==> config.mk <==
export PLATFORM = sky130hd
export DESIGN_NAME = pixel_write_arbiter_flat
export DESIGN_NICKNAME = d
export VERILOG_FILES = /design/src/rtl/pixel_write_arbiter_if.sv /design/src/rtl/pixel_write_arbiter.sv /design/src/flat_wrapper.sv
export SDC_FILE = /design/constraint.sdc
export NUM_CORES = 1
export LEC_CHECK = 0
export CAP_MARGIN = 15
export CORE_MARGIN = 4
export CORE_UTILIZATION = 48
export DETAILED_ROUTE_END_ITERATION = 12
export PLACE_DENSITY = 0.8
export SLEW_MARGIN = 20
export SYNTH_ARGS = -nofsm -noshare
export SYNTH_HDL_FRONTEND = slang
export SYNTH_SLANG_ARGS = --single-unit
==> constraint.sdc <==
create_clock -name clk -period 5.35 [get_ports clk]
set_input_delay 0.8025 -clock clk [delete_from_list [all_inputs] [get_ports clk]]
set_output_delay 0.8025 -clock clk [all_outputs]
set_load 0.01 [all_outputs]
==> src/rtl/pixel_write_arbiter_if.sv <==
// Bus bundle between the three pixel producers, the arbiter and the
// frame-buffer write port.
//
// Handshake rules: a producer beat transfers on a clk edge where
// req_valid[i] & req_ready[i]; a frame-buffer write completes on a clk edge
// where wr_en & wr_ready, and wr_en/wr_addr/wr_data stay stable until then.
`timescale 1ns/1ps
interface pixel_write_arbiter_if;
  logic [2:0]  req_valid;
  logic [2:0]  req_ready;
  logic [29:0] req_x;
  logic [26:0] req_y;
  logic [11:0] req_color;
  logic        wr_en;
  logic [17:0] wr_addr;
  logic [3:0]  wr_data;
  logic        wr_ready;

  // Producers and frame buffer (bench / system side)
  modport master (
    output req_valid, req_x, req_y, req_color, wr_ready,
    input  req_ready, wr_en, wr_addr, wr_data
  );

  // Arbiter side
  modport slave (
    input  req_valid, req_x, req_y, req_color, wr_ready,
    output req_ready, wr_en, wr_addr, wr_data
  );
endinterface

==> src/rtl/pixel_write_arbiter.sv <==
// Pixel write arbiter: round-robin with bounded bursts across the vector (0),
// sprite (1) and clear/fill (2) engines, (x, y) -> linear address conversion,
// off-screen clipping, two-stage pipeline stalled by frame-buffer backpressure.
`timescale 1ns/1ps
module pixel_write_arbiter #(
  parameter int WIDTH     = 640,
  parameter int HEIGHT    = 400,
  parameter int BURST_MAX = 16
) (
  input  logic                 clk,
  input  logic                 reset,
  input  logic                 enable,
  pixel_write_arbiter_if.slave bus,
  output logic [1:0]           grant_id,
  output logic [15:0]          clip_count,
  output logic                 busy
);

  localparam logic [10:0] X_LIMIT      = 11'(WIDTH);
  localparam logic [9:0]  Y_LIMIT      = 10'(HEIGHT);
  localparam logic [7:0]  BURST_LIM    = 8'(BURST_MAX);
  localparam logic [1:0]  ID_VECTOR    = 2'd0;
  localparam logic [1:0]  ID_SPRITE    = 2'd1;
  localparam logic [1:0]  ID_CLEAR     = 2'd2;
  localparam logic [1:0]  HOLDER_RESET = ID_CLEAR;
  localparam logic [15:0] CLIP_MAX     = 16'hFFFF;

  // Grant state: last holder and beats accepted in its current burst.
  // beats == 0 only after reset and means "no burst in progress", so the
  // first grant rotates from HOLDER_RESET and requester 0 goes first.
  logic [1:0]  holder;
  logic [7:0]  beats;

  logic        advance;
  logic        accept;
  logic        sel_valid;
  logic [1:0]  sel_id;
  logic [1:0]  cand1;
  logic [1:0]  cand2;
  logic        holder_keeps;
  logic [9:0]  sel_x;
  logic [8:0]  sel_y;
  logic [3:0]  sel_color;

  logic        s1_valid;
  logic        s1_in_range;
  logic [9:0]  s1_x;
  logic [8:0]  s1_y;
  logic [3:0]  s1_color;
  logic [17:0] s1_addr;

  function automatic logic [1:0] next_id(input logic [1:0] id);
    return (id == ID_CLEAR) ? ID_VECTOR : id + 2'd1;
  endfunction

  function automatic logic valid_of(input logic [2:0] v, input logic [1:0] id);
    case (id)
      ID_VECTOR: return v[0];
      ID_SPRITE: return v[1];
      default:   return v[2];
    endcase
  endfunction

  // The whole pipeline moves only when stage 2 is not holding an unaccepted write.
  assign advance = !(bus.wr_en && !bus.wr_ready);

  // Pick the requester for this cycle: holder continues its burst, otherwise rotate.
  always_comb begin
    cand1        = next_id(holder);
    cand2        = next_id(cand1);
    holder_keeps = valid_of(bus.req_valid, holder) && (beats != 8'd0) && (beats < BURST_LIM);
    sel_valid    = 1'b1;
    sel_id       = holder;
    if (holder_keeps) begin
      sel_id = holder;
    end else if (valid_of(bus.req_valid, cand1)) begin
      sel_id = cand1;
    end else if (valid_of(bus.req_valid, cand2)) begin
      sel_id = cand2;
    end else if (valid_of(bus.req_valid, holder)) begin
      sel_id = holder;
    end else begin
      sel_valid = 1'b0;
    end
  end

  assign accept = !reset && enable && advance && sel_valid;

  // One-hot ready toward the selected requester only.
  always_comb begin
    bus.req_ready = 3'b000;
    if (accept) begin
      case (sel_id)
        ID_VECTOR: bus.req_ready = 3'b001;
        ID_SPRITE: bus.req_ready = 3'b010;
        default:   bus.req_ready = 3'b100;
      endcase
    end
  end

  // Route the selected requester's pixel fields into stage 1.
  always_comb begin
    sel_x     = bus.req_x[29:20];
    sel_y     = bus.req_y[26:18];
    sel_color = bus.req_color[11:8];
    case (sel_id)
      ID_VECTOR: begin
        sel_x     = bus.req_x[9:0];
        sel_y     = bus.req_y[8:0];
        sel_color = bus.req_color[3:0];
      end
      ID_SPRITE: begin
        sel_x     = bus.req_x[19:10];
        sel_y     = bus.req_y[17:9];
        sel_color = bus.req_color[7:4];
      end
      default: ;
    endcase
  end

  // Track holder and burst length on every accepted beat.
  always_ff @(posedge clk or posedge reset) begin
    if (reset) begin
      holder <= HOLDER_RESET;
      beats  <= 8'd0;
    end else if (accept) begin
      if (sel_id != holder) begin
        holder <= sel_id;
        beats  <= 8'd1;
      end else if (beats < BURST_LIM) begin
        beats <= beats + 8'd1;
      end
    end
  end

  // Stage 1: capture the accepted beat and classify it as on/off screen.
  always_ff @(posedge clk or posedge reset) begin
    if (reset) begin
      s1_valid    <= 1'b0;
      s1_in_range <= 1'b0;
      s1_x        <= '0;
      s1_y        <= '0;
      s1_color    <= '0;
    end else if (advance) begin
      s1_valid <= accept;
      if (accept) begin
        s1_in_range <= ({1'b0, sel_x} < X_LIMIT) && ({1'b0, sel_y} < Y_LIMIT);
        s1_x        <= sel_x;
        s1_y        <= sel_y;
        s1_color    <= sel_color;
      end
    end
  end

  // Linear address; a constant multiplier, so 640 folds into two shifted adds.
  assign s1_addr = 18'(s1_y) * 18'(WIDTH) + 18'(s1_x);

  // Stage 2: present on-screen pixels to the frame buffer; bubbles drop wr_en.
  always_ff @(posedge clk or posedge reset) begin
    if (reset) begin
      bus.wr_en   <= 1'b0;
      bus.wr_addr <= '0;
      bus.wr_data <= '0;
    end else if (advance) begin
      bus.wr_en <= s1_valid && s1_in_range;
      if (s1_valid && s1_in_range) begin
        bus.wr_addr <= s1_addr;
        bus.wr_data <= s1_color;
      end
    end
  end

  // Count clipped pixels as they leave stage 1, saturating.
  always_ff @(posedge clk or posedge reset) begin
    if (reset) begin
      clip_count <= '0;
    end else if (advance && s1_valid && !s1_in_range && (clip_count != CLIP_MAX)) begin
      clip_count <= clip_count + 16'd1;
    end
  end

  assign grant_id = holder;
  assign busy     = s1_valid || bus.wr_en || (|bus.req_valid);

endmodule

==> src/flat_wrapper.sv <==
// flat-port wrapper written by rule: the top's interface ports become plain ports
module pixel_write_arbiter_flat 
#(
  parameter int WIDTH     = 640,
  parameter int HEIGHT    = 400,
  parameter int BURST_MAX = 16
)
  (clk, reset, enable, grant_id, clip_count, busy, bus_req_valid, bus_req_x, bus_req_y, bus_req_color, bus_wr_ready, bus_req_ready, bus_wr_en, bus_wr_addr, bus_wr_data);
  pixel_write_arbiter_if bus_i ();
  input  logic clk;
  input  logic reset;
  input  logic enable;
  output logic [1:0] grant_id;
  output logic [15:0] clip_count;
  output logic busy;
  input wire logic [$bits(bus_i.req_valid)-1:0] bus_req_valid;
  input wire logic [$bits(bus_i.req_x)-1:0] bus_req_x;
  input wire logic [$bits(bus_i.req_y)-1:0] bus_req_y;
  input wire logic [$bits(bus_i.req_color)-1:0] bus_req_color;
  input wire logic [$bits(bus_i.wr_ready)-1:0] bus_wr_ready;
  output wire logic [$bits(bus_i.req_ready)-1:0] bus_req_ready;
  output wire logic [$bits(bus_i.wr_en)-1:0] bus_wr_en;
  output wire logic [$bits(bus_i.wr_addr)-1:0] bus_wr_addr;
  output wire logic [$bits(bus_i.wr_data)-1:0] bus_wr_data;
  assign bus_i.req_valid = bus_req_valid;
  assign bus_i.req_x = bus_req_x;
  assign bus_i.req_y = bus_req_y;
  assign bus_i.req_color = bus_req_color;
  assign bus_i.wr_ready = bus_wr_ready;
  assign bus_req_ready = bus_i.req_ready;
  assign bus_wr_en = bus_i.wr_en;
  assign bus_wr_addr = bus_i.wr_addr;
  assign bus_wr_data = bus_i.wr_data;
  pixel_write_arbiter #(.WIDTH(WIDTH), .HEIGHT(HEIGHT), .BURST_MAX(BURST_MAX)) u_core (.clk(clk), .reset(reset), .enable(enable), .bus(bus_i), .grant_id(grant_id), .clip_count(clip_count), .busy(busy));
endmodule
==> key figures, run 1 <==
Placement
  – Port bufs: 120
  – Placed Cells: 653
  – Dpl cell area: 0.00551 sq mm
  – GPL Wtd Cong: between 0.8 and 0.9
  – DPL Wire Length: 7.88 mm
  – Worst slack, placed: 1.17 ns

Clock network
  – Clk slew on worst S/H paths: roughly 0.080 ns
  – CTS H-tree depth: 3
  – Post-CTS Resized: 0
  – CTS Hold Buffers Added: 0
  – Post-CTS setup buffer count: 0
  – Clock tree root buffer cell: clkbuf_8
  – Num CTS Buffers: 9
  – Clk_lat worst skew: 0.35 ns
  – Clock Path Buffers: 2
  – TritonCTS clock tree: yes
  – Number of clock sinks: 74

Outcome
  – Status: completed

Synth
  – Avg Cell Area, Syn: between 9 and 10 sq um
  – Synth unique cells: 52
  – Syn Nets: 539
  – Register area share after synthesis: 43.7%
  – Synth warn: 0
  – Synthesized area: between 0.004 and 0.005 sq mm
  – Synth Flop Type: dfrtp_1
  – EDFF count, synth: 0
  – Async set-or-reset flop fraction in the synthesized netlist: 100%
  – Yosys reg bits: between 70 and 80
  – Synth Instances: 441

Detailed routing
  – DRC: 0
  – Final WL: 9.96 mm
  – Drt pass-1 iters: 5
  – DR vias/cell: about 5.2
  – Initial DRC Count: 96
  – Routed WL per cell: 14.9 microns
  – Post-DRT Antenna Nets: 0
  – Vias: roughly 3,500

Timing
  – Period Utilization, post-route: 78.3%
  – Setup TNS: 0 ns
  – Max-slew violation count: 0
  – Fin. Hold Viols: 0
  – Final min period: 4.19 ns
  – Max Freq: 239 MHz
  – Measured slew at the worst slew-check pin: between 0.9 and 1 ns
  – Post-route setup slack: between 1 and 1.5 ns
  – Clk_skew: between 0.008 and 0.009 ns
  – Setup violations, final: 0
  – RSZ-0062 raised after global routing: false
  – Max-slew headroom: approximately 39%

Run
  – Max_cap viols: 0

Critical path
  – Worst Setup End Kind: output port
  – Worst path arrival time: 3.39 ns
  – CP Data Required Time: 4.55 ns
  – Crit path launch type: flip-flop
  – Crit Path Category: reg -> out
  – Max FO, Critical Path: 32

Die
  – DIE AREA: roughly 0.010 sq mm
  – Starting Density: 48.9%
  – # rows: 34
  – Total I/O pin count: roughly 120
  – DIE WIDTH: 102 microns
  – Core ar.: 0.00868 sq mm
  – Height of the chip: 102 microns

Finish
  – Final instance area: approximately 0.0057 sq mm
  – Reg area: 0.00185 sq mm
  – N_diodes: 0
  – Layout cells sized above 1: 8.91%
  – Area of the multi-input gates: approximately 0.0022 sq mm
  – Util after Layout: ~66%
  – Fin nets: 654
  – # fillers: 711
  – Layout Cells excl Fill: 669
  – Area growth from synthesis to layout: 35.0%

GRT
  – Tot GR Track Use: between 20% and 30%
  – First-pass GRT wire length: 16.4 mm
  – Vias in the first global route: 3,521
  – Antenna violations before repair: 0
  – Largest net degree at the start of global routing: 63
  – Gr ovfl total: 0

Pwr
  – Worst vdd ir: approximately 0.26 mV
  – Lkg Pwr: 0.00255 uW
  – Power Density: 499 mW/mm^2

Hold path
  – Hold crit path type: reg -> reg
[registers in the layout, summed over array words and instances (netlist names)]
signal and flops:
u_core.beats 8, u_core.grant_id 2, u_core.s1_y 9, u_core.s1_in_range 1, u_core.s1_valid 1, u_core.bus.wr_en 1, u_core.s1_color 4, u_core.s1_x 10
u_core.bus.wr_addr 18, u_core.bus.wr_data 4, u_core.clip_count 16
[worst paths after layout]
path,startpoint,endpoint,slack [ns],cells past startpoint
worst min register to register,u_core.s1_x[6],u_core.s1_x[6],0.48,2
worst max register to register,u_core.beats[0],u_core.s1_in_range,2.34,11
worst max-delay path,u_core.beats[0],bus_req_ready[2],1.16,9
max in group asynchronous,reset,u_core.s1_y[2],3.52,3
min in group asynchronous,reset,u_core.bus.wr_data[3],0.74,2
worst min-delay path,u_core.s1_x[6],u_core.s1_x[6],0.48,2
[where the power goes]
part,internal (uW),switching [uW],total [uW],leakage [uW]
logic,730,745,1470,0.00150
registers,755,160,915,0.000951
clock network,263,207,471,0.0000987
[final cells by class]
cell class,instances,share of cell area [%]
multi-input cells,329,38.7
clock buffers,10,2.23
well taps,108,2.36
clock inverters,6,1.60
repair buffers,125,21.6
flip-flops and latches,74,32.4
inverters,17,1.11
[logic make-up after synthesis]
| logic type | share of synthesized area [%] |
|---|---|
| fa+ha+maj | 7.11 |
| buf+inv | 4.16 |
| simple gates | 17.9 |
| mux | 8.41 |
| flops | 43.7 |
| xor+xnor | 6.20 |
| compound gates | 12.5 |
[through the flow]
step	total power [uW]	hold WS, ns
floorplan	1930	0.446
finish	2860	0.479
global placement	2340	0.459
detailed placement	2400	0.467
CTS	2880	0.484
global route	3100	0.493
[worst max-delay path, stage by stage, from the launching register on]
cell and delay, ns:
dfrtp_1 0.42, inv_1 0.07, ha_1 0.13, or3b_4 0.41
and2_4 0.19, maj3_2 0.32, o21ai_4 0.38, buf_4 0.39
and2_1 0.18, clkdlybuf4s50_1 0.53
[layer usage]
metal	wire, microns	global-route usage [%]
met5	0	0
met4	118	6.46
met3	586	4.85
met2	4810	33.1
met1	4440	25.9
[synth_stat cells (3+ instances only)]
cell      count  area (sq um)
and3_1        3          18.8
buf_2         6          30.0
xor2_1        9          78.8
mux2_2       13           146
or3_1         4          25.0
nor3b_1       4          30.0
nor2b_1       5          31.3
clkbuf_1     11          41.3
a311oi_1      3          26.3
buf_6         3          33.8
nand4_1       5          31.3
nand3_1       6          30.0
nor3_1        8          40.0
a21oi_1      24           120
ha_1         20           250
nand2b_1      3          18.8
and2_1        6          37.5
dfrtp_1      73          1830
o21ai_0      40           200
inv_1        17          63.8
mux2i_1      21           210
xnor2_1      21           184
nor2_1       36           135
and4_1        3          26.3
nand2_1      58           218
a21oi_2       3          26.3
[layout by cell type, fill, tap and decap left out, types with 3 or more instances in the layout]
| master | count |
|---|---|
| mux2_2 | 13 |
| and4_1 | 3 |
| and2_1 | 6 |
| nor3b_1 | 4 |
| nand3_1 | 5 |
| inv_1 | 16 |
| dfrtp_1 | 73 |
| nand2b_1 | 3 |
| a21oi_2 | 3 |
| clkinvlp_4 | 3 |
| xor2_1 | 9 |
| nor2_1 | 36 |
| nand4_1 | 5 |
| nor2b_1 | 5 |
| a311oi_1 | 3 |
| or3_1 | 4 |
| clkdlybuf4s50_1 | 120 |
| and3_1 | 3 |
| o21ai_0 | 40 |
| ha_1 | 20 |
| mux2i_1 | 21 |
| nor3_1 | 8 |
| clkbuf_8 | 9 |
| xnor2_1 | 21 |
| nand2_1 | 58 |
| buf_4 | 5 |
| a21oi_1 | 24 |
Note: power is estimated with default switching activity, not from simulation.
==> run 2: changes to the inputs <==
--- a/config.mk
+++ b/config.mk
@@ -7,9 +7,9 @@
 export LEC_CHECK = 0
 export CAP_MARGIN = 15
 export CORE_MARGIN = 4
-export CORE_UTILIZATION = 48
+export CORE_UTILIZATION = 44
 export DETAILED_ROUTE_END_ITERATION = 12
-export PLACE_DENSITY = 0.8
+export PLACE_DENSITY = 0.78
 export SLEW_MARGIN = 20
 export SYNTH_ARGS = -nofsm -noshare
 export SYNTH_HDL_FRONTEND = slang
==> constraint.sdc (replaced) <==
create_clock -name clk -period 3.51 [get_ports clk]
set_input_delay 0.5265 -clock clk [delete_from_list [all_inputs] [get_ports clk]]
set_output_delay 0.5265 -clock clk [all_outputs]
set_load 0.01 [all_outputs]
==> key figures, run 2 (synthesized netlist as in run 1, its figures left out) <==
Clock network
  – Clk slew on worst S/H paths: 0.08 ns (about the same)
  – TritonCTS clock tree: yes
  – CTS H-tree depth: 3 (unchanged)
  – Clk_lat worst skew: 0.35 ns (about the same)
  – Clock Path Buffers: 2 (unchanged)
  – Post-CTS Resized: 0 (unchanged)
  – CTS Hold Buffers Added: 0 (unchanged)
  – Post-CTS setup buffer count: 0 (unchanged)
  – Num CTS Buffers: 9 (unchanged)
  – Number of clock sinks: 74 (unchanged)
  – Clock tree root buffer cell: clkbuf_8

Detailed routing
  – Post-DRT Antenna Nets: 0 (unchanged)
  – Drt pass-1 iters: 4 (-1)
  – DR vias/cell: 5.12 (-2.2%)
  – Initial DRC Count: 152 (+58%)
  – Final WL: 10.2 mm (+2.0%)
  – DRC: 0 (unchanged)
  – Vias: 3,551 (+1.5%)
  – Routed WL per cell: 14.6 microns (-1.7%)

Die
  – Core ar.: 0.00933 sq mm (+7.5%)
  – Starting Density: 45.5% (-3.4 points)
  – DIE AREA: 0.0113 sq mm (+8.4%)
  – DIE WIDTH: 106 microns (+4.1%)
  – Total I/O pin count: 121 (unchanged)
  – Height of the chip: 106 microns (+4.1%)
  – # rows: 35 (+2.9%)

Critical path
  – Worst Setup End Kind: output port
  – R2R Path Start: u_core.s1_y[1]
  – Worst path cell trace: inv_1 > ha_1 > or3b_4 > and2_4 > maj3_2 > o21ai_4 > and2_1 > clkdlybuf4s50_1
  – Worst path arrival time: 2.85 ns (-0.54 ns)
  – Slowest-stage cell, CP: clkdlybuf4s50_1
  – Crit path largest cell delay: 0.59 ns (+0.06 ns)
  – Max FO, Critical Path: 5 (-84%)
  – Worst R2R End: u_core.bus.wr_addr[17]
  – CP Data Required Time: 2.98 ns (-1.57 ns)
  – R2r setup slk: 0.60 ns (-1.74 ns)
  – Crit path launch type: flip-flop
  – Reg2Reg Depth: 12 (+1)
  – Crit Path Category: reg -> out

Timing
  – Max-slew violation count: 0 (unchanged)
  – Fin. Hold Viols: 0 (unchanged)
  – Max-slew headroom: 39.7% (+1.1 points)
  – RSZ-0062 raised after global routing: false
  – Setup TNS: 0 ns (unchanged)
  – Final min period: 3.38 ns
  – Setup violations, final: 0 (unchanged)
  – Period Utilization, post-route: 96.2%
  – Clk_skew: 0.00706 ns (-0.00113 ns)
  – Max Freq: 296 MHz
  – Measured slew at the worst slew-check pin: 0.905 ns (-0.00875 ns)

GRT
  – First-pass GRT wire length: 16.7 mm (+1.9%)
  – Largest net degree at the start of global routing: 73 (+16%)
  – Antenna violations before repair: 0 (unchanged)
  – Gr ovfl total: 0 (unchanged)
  – Tot GR Track Use: 18.4% (-1.6 points)
  – Vias in the first global route: 3,553 (+0.91%)

Finish
  – N_diodes: 0 (unchanged)
  – Commonest non-fill, non-tap cells in the layout: clkdlybuf4s50_1 (120), dfrtp_1 (73), nand2_1 (58)
  – Layout cells sized above 1: 9.73% (+0.82 points)
  – Max reg flops: 18 (unchanged)
  – Leading cell type in the layout, fill and taps excluded: clkdlybuf4s50_1
  – Fin nets: 658 (+0.61%)
  – Regs by FF count: u_core.bus.wr_addr: 18 flops, u_core.clip_count: 16 flops, u_core.s1_x: 10 flops
  – Biggest register: u_core.bus.wr_addr
  – Area growth from synthesis to layout: 36.4%

Pwr
  – Power Density: 758 mW/mm^2 (+52%)
  – Int Pwr: 2680 uW (+53%)
  – Logic pwr share: 52.2% (+0.6 points)
  – Lkg Pwr: 0.00257 uW (+0.77%)
  – Seq pwr share: 31.5% (-0.5 points)
  – Total chip power: 4390 uW (+53%)
  – Clock power frac: 16.3% (-0.2 points)
  – Worst vdd ir: 0.386 mV (+47%)
  – Switching pwr: 1700 uW (+53%)
  – Switching Share: 38.8% (-0.050 points)

Placement
  – Port bufs: 120 (unchanged)
  – DPL Wire Length: 7.89 mm (+0.14%)
  – GPL Wtd Cong: 0.814 (-9.2%)

Hold path
  – Hold crit path type: in -> async

Run
  – Max_cap viols: 0 (unchanged)

Outcome
  – Status: completed
==> run 2: changes by cell type in the layout (fill, tap and decap cells not counted) <==
cell	change
inv_2	-1
nand3_2	-1
clkinv_2	+2
buf_4	+4
nand3_1	+1
a22oi_1	-1
clkbuf_1	-1
a22oi_2	+1
==> run 2: how the worst max path moves through the flow <==
stage,slack [ns],from,end
2_1_floorplan,0.26,reset,bus_req_ready[0]
3_3_place_gp,0.30,bus_req_valid[1],bus_req_ready[1]
6_report,0.13,u_core.beats[1],bus_req_ready[2]
5_1_grt,0.01,u_core.beats[0],bus_req_ready[1]
3_5_place_dp,0.25,bus_req_valid[0],bus_req_ready[1]
4_1_cts,0.04,u_core.beats[0],bus_req_ready[1]
==> run 2: critical path: cells and delay by family, from the launching register on <==
family / cells / cell delay [ns]
flops: 1 / 0.41
buf+inv: 2 / 0.68
simple gates: 3 / 0.76
compound gates: 1 / 0.18
fa+ha+maj: 2 / 0.49
==> run 2: cell type report <==
cell class,count,area [sq um]
fill,817,3540
multi-input combinational,329,2220
sequential,74,1850
timing repair buffer,129,1270
tap,129,161
clock buffer,9,124
clock inverter,7,93.8
inverter,17,67.6
==> run 2: power by group through the flow <==
stage               Sequential (uW)  Clock [uW]  Combinational [uW]
floorplan                      1400           0                1540
global placement               1380           0                2230
detailed placement             1400           0                2300
CTS                            1390         729                2320
global route                   1430         767                2550
finish                         1380         713                2290
==> run 2: per-layer routing <==
layer | share of wire (%) | GRT usage, %
met2 | 48 | 31.3
met5 | 0 | 0
met1 | 44 | 22.7
met3 | 6.2 | 4.43
met4 | 1.9 | 6.66
==> run 2: metrics by stage <==
step / cell area [sq um] / setup slack [ns] / std cells / utilization [%] / hold WS [ns]
final: 5780 / 0.132 / 694 / 62.0 / 0.424
after detailed placement: 5560 / 0.253 / 678 / 59.6 / 0.470
after global routing: 5780 / 0.0114 / 694 / 62.0 / 0.425
after CTS: 5780 / 0.0448 / 694 / 62.0 / 0.415
after floorplan: 4240 / 0.260 / 441 / - / 0.446
after global placement: 5560 / 0.296 / 678 / 59.6 / 0.460
